==> src/rtl/char_stream_normalizer.sv <==
// Byte-stream normalizer: FIFO-buffered input, case folding, separator-run collapse
// to a single space, registered valid/ready output and a saturating word counter.
module char_stream_normalizer #(
  parameter int DEPTH = 8,
  parameter int CNT_W = 16,
  parameter int LOWER = 1
) (
  input  logic             clk,
  input  logic             reset,
  input  logic             in_valid,
  input  logic [7:0]       in_char,
  output logic             in_ready,
  output logic             out_valid,
  output logic [7:0]       out_char,
  input  logic             out_ready,
  output logic [CNT_W-1:0] word_cnt
);

  // state   | meaning
  // START   | nothing emitted yet; leading separators are dropped
  // IN_WORD | last emitted char was a word char
  // GAP     | a space was emitted; further separators are dropped
  typedef enum logic [1:0] {START, IN_WORD, GAP} state_e;

  localparam int AW = $clog2(DEPTH);

  logic [7:0]       mem_q [DEPTH];
  logic [AW-1:0]    wr_ptr_q, rd_ptr_q;
  logic [AW:0]      cnt_q, cnt_d;
  state_e           state_q, state_d;
  logic             out_valid_q, out_valid_d;
  logic [7:0]       out_char_q, out_char_d;
  logic [CNT_W-1:0] word_cnt_q;
  logic             cnt_inc;

  logic       fifo_full, fifo_empty, push, pop;
  logic [7:0] head, folded;
  logic       is_word, is_upper;

  assign fifo_full  = (cnt_q == (AW+1)'(DEPTH));
  assign fifo_empty = (cnt_q == '0);
  assign in_ready   = !reset && !fifo_full;
  assign push       = in_valid && in_ready;
  assign pop        = (!out_valid_q || out_ready) && !fifo_empty;

  assign head     = mem_q[rd_ptr_q];
  assign is_upper = (head >= 8'h41) && (head <= 8'h5A);
  assign is_word  = is_upper
                 || ((head >= 8'h61) && (head <= 8'h7A))
                 || ((head >= 8'h30) && (head <= 8'h39));
  assign folded   = ((LOWER != 0) && is_upper) ? (head + 8'h20) : head;

  always_comb begin
    state_d     = state_q;
    out_valid_d = out_valid_q;
    out_char_d  = out_char_q;
    cnt_inc     = 1'b0;
    if (out_valid_q && out_ready) out_valid_d = 1'b0;
    if (pop) begin
      unique case (state_q)
        START, GAP: begin
          if (is_word) begin
            out_char_d  = folded;
            out_valid_d = 1'b1;
            cnt_inc     = 1'b1;
            state_d     = IN_WORD;
          end
        end
        IN_WORD: begin
          out_valid_d = 1'b1;
          if (is_word) begin
            out_char_d = folded;
          end else begin
            out_char_d = 8'h20;
            state_d    = GAP;
          end
        end
        default: state_d = START;
      endcase
    end
  end

  always_comb begin
    cnt_d = cnt_q;
    unique case ({push, pop})
      2'b10:   cnt_d = cnt_q + 1'b1;
      2'b01:   cnt_d = cnt_q - 1'b1;
      default: cnt_d = cnt_q;
    endcase
  end

  // Storage needs no reset: occupancy and pointers define what is valid.
  always_ff @(posedge clk) begin
    if (push) mem_q[wr_ptr_q] <= in_char;
  end

  always_ff @(posedge clk) begin
    if (reset) begin
      wr_ptr_q    <= '0;
      rd_ptr_q    <= '0;
      cnt_q       <= '0;
      state_q     <= START;
      out_valid_q <= 1'b0;
      out_char_q  <= 8'h00;
      word_cnt_q  <= '0;
    end else begin
      if (push) wr_ptr_q <= wr_ptr_q + 1'b1;
      if (pop)  rd_ptr_q <= rd_ptr_q + 1'b1;
      cnt_q       <= cnt_d;
      state_q     <= state_d;
      out_valid_q <= out_valid_d;
      out_char_q  <= out_char_d;
      if (cnt_inc && (word_cnt_q != '1)) word_cnt_q <= word_cnt_q + 1'b1;
    end
  end

  assign out_valid = out_valid_q;
  assign out_char  = out_char_q;
  assign word_cnt  = word_cnt_q;

endmodule
==> config.mk <==
export PLATFORM = sky130hd
export DESIGN_NAME = char_stream_normalizer
export DESIGN_NICKNAME = d
export VERILOG_FILES = /design/src/rtl/char_stream_normalizer.sv
export SDC_FILE = /design/constraint.sdc
export NUM_CORES = 1
export LEC_CHECK = 0
export CORE_UTILIZATION = 52
export DETAILED_ROUTE_END_ITERATION = 16
export PLACE_DENSITY = 0.76
export REMOVE_ABC_BUFFERS = 1
export SLEW_MARGIN = 20
export SYNTH_ARGS = -nofsm -noshare
export SYNTH_HDL_FRONTEND = slang
export SYNTH_SLANG_ARGS = --single-unit
==> constraint.sdc <==
create_clock -name clk -period 3.15 [get_ports clk]
set_input_delay 0.4725 -clock clk [delete_from_list [all_inputs] [get_ports clk]]
set_output_delay 0.4725 -clock clk [all_outputs]
set_load 0.005 [all_outputs]
==> impl_metrics.ini <==
[cts]
cts.sinks = 104
cts.htree.levels = 3
cts_tree = done
cts_buffers = 9
cts.reportedPaths.clkPinSlew_ns = 0.10
clock-root-buffer = clkbuf_8
cts_hold_buf = 0
clk_latency_ns = 0.38
clk_path_buf_depth = 2

[timing]
drv_slew = 0
skew_ns = 0.0124
finalSetupViolCount = 0
fin_crit_ns = 3.14
fin_worst_hold_slack_ns = 0.482
fin_ws_ns = 0.0143
fin_crit_sh_pct = 99.5
slew_headroom_pct = 64.6
hold_violations = 0
worst_pin_slew_ns = 0.526
rsz0062_at_grt = yes
fmax_mhz = 319

[yosys]
ys_seq_area_share_pct = 59.6
ys_warn_count = 0
syn_avg_cell_area_um2 = 13.7
synth_cells = 333
synth_top_flop_cell = edfxtp_1
synth_seq_cells = 104
synth.cell_area_mm2 = 0.00456
async_flop_share_pct = 0
synth_cell_types = 55
synth_edf_count = 64

[power_and_ir_drop]
total_power_mw = 4.32
vdd_drop_max_v = 0.000333
power_density_mw_per_mm2 = 772
p_leak_nw = 2.01

[grt]
grt_pass1_vias = 2720
grt_overflow = 0
grt_max_degree = 56
antenna_found_initial = 0
grt_pass1_wl_um = 13300
grt_usage_pct = 20.0

[route]
drtPass1Iterations = 4
via_count = 2946
drt-total-wl_um = 8500
ant_nets = 0
drtIter0Drc = 216
post-route-drc-count = 0
via_per_inst = 5.68
wire_per_inst_um = 16.4

[critical_path]
worstPathArrival_ns = 3.41
worstSetupStartpointType = flop
cp_max_fo = 4
crit_required_ns = 3.42
crit_cells = 9
reg2regPathDepth = 9
cp_cell_sequence = mux4_2 -> mux2i_4 -> or4b_1 -> o32a_1 -> o32a_4 -> a21oi_4 -> buf_4 -> nand4_1 -> mux2_1
critPathSlowestCell = mux4_2
end_kind = flop
path_buf_inv = 1
slowest_delay_ns = 0.53
path_class = flop to flop
cpLargestDelayFamily = multiplexers

[final_layout]
diodes = 0
drive_gt1_share_pct = 24.9
fin_area_mm2 = 0.00559
final_common_cell = edfxtp_1
multi_input_area_mm2 = 0.00178
area_delta_synth_final_pct = 22.5
stdcell_count = 519
fill_cells = 592
nNetsFinal = 430
final_cell_mix = edfxtp_1 (64), buf_4 (41), dfxtp_1 (38), clkdlybuf4s50_1 (36), nor2_1 (35)
seqCellArea_mm2 = 0.00273

[placement]
pre_cts_ws_ns = -0.155
placedInstanceArea_mm2 = 0.00523
dp_cells = 494
globalplace.congestion = 0.845
io_buffers = 37
dp_hpwl_um = 5720

[die]
dieArea_mm2 = 0.00916
start_util_pct = 54.7
ios = 38
row_count = 33
coreArea_mm2 = 0.00834
die_w_um = 95.7
fp.dieH_um = 95.7

[run]
drv_cap = 0

[outcome]
run_status = finished clean

[min_path]
hold_path_depth = 2
min_path_type = flop to flop
## power breakdown
| group | switching, mW | internal, mW | total, mW |
|---|---|---|---|
| sequential | 0.117 | 1.59 | 1.71 |
| clock | 0.503 | 0.318 | 0.821 |
| combinational | 0.837 | 0.954 | 1.79 |
## path summary, 6_finish.rpt
path               startpoint     endpoint  slack [ns]
hold / removal    rd_ptr_q[1]         flop        0.48
hold reg to reg   rd_ptr_q[1]         flop        0.48
setup / recovery         flop  word_cnt[9]        0.01
setup reg to reg         flop  word_cnt[9]        0.01
## Yosys cell counts (8+ instances only)
master | number | area (um2)
a21oi_1 | 15 | 75.1
dfxtp_1 | 40 | 801
edfxtp_1 | 64 | 1920
ha_1 | 8 | 100
inv_1 | 9 | 33.8
mux4_2 | 9 | 203
nand2_1 | 16 | 60.1
nand2b_1 | 8 | 50.1
nor2_1 | 36 | 135
o41ai_1 | 8 | 70.1
## final cells by class
class | instances | share of cell area, %
clock inverters | 7 | 1.36
inverters | 9 | 0.604
clock buffers | 9 | 2.22
well taps | 105 | 2.35
multi-input cells | 204 | 31.8
flip-flops and latches | 104 | 48.8
repair buffers | 81 | 12.9
## sequential cells by signal (all words and copies together) (netlist names), named ones only
name / flops
word_cnt: 16
wr_ptr_q: 3
cnt_q: 4
out_char: 8
state_q: 2
rd_ptr_q: 3
out_valid: 1
mem_q: 64
## kinds of logic after synthesis
logic type	count (synthesis)	synth area share, %
AOI/OAI and AO/OA	47	8.14
xor gates and xnor gates	10	1.92
adders and majority gates	9	2.63
buffers and inverters	25	3.07
DFF	104	59.6
muxes	34	13.0
and+or+nand+nor	104	11.6
## metrics by stage
stage          setup TNS, ns  utilization, %
4_1_cts              -0.0683            65.7
3_5_place_dp           -1.83            62.7
2_1_floorplan          -7.48               -
6_report                   0            67.0
5_1_grt                -1.10            67.0
3_3_place_gp          -0.946            62.7
## worst register-to-register path, cell delays in order (launching register included)
cell and delay (ns):
dfxtp_4 0.40, mux4_2 0.53, mux2i_4 0.18, or4b_1 0.45
o32a_1 0.36, o32a_4 0.40, a21oi_4 0.16, buf_4 0.15
nand4_1 0.10, mux2_1 0.31
## what timing repair did
| item | CTS | global route |
|---|---|---|
| gates resized for setup | 9 | 16 |
| setup buffers | 5 | 4 |
| pin swaps | 1 | 6 |
| setup endpoints to repair | 22 | 22 |
## layer usage
metal  routed length [um]  global-route usage [%]  part of all wire [%]  vias to the layer above
met3                  420                    4.03                   4.9                        6
met2                 4100                    31.4                    48                       70
met1                 3900                    26.9                    46                     1447
li1                     -                       -                     -                     1423
met4                   82                    9.08                  0.96                        0
met5                    0                       0                     0                        -
(Power assumes the default switching activity.)
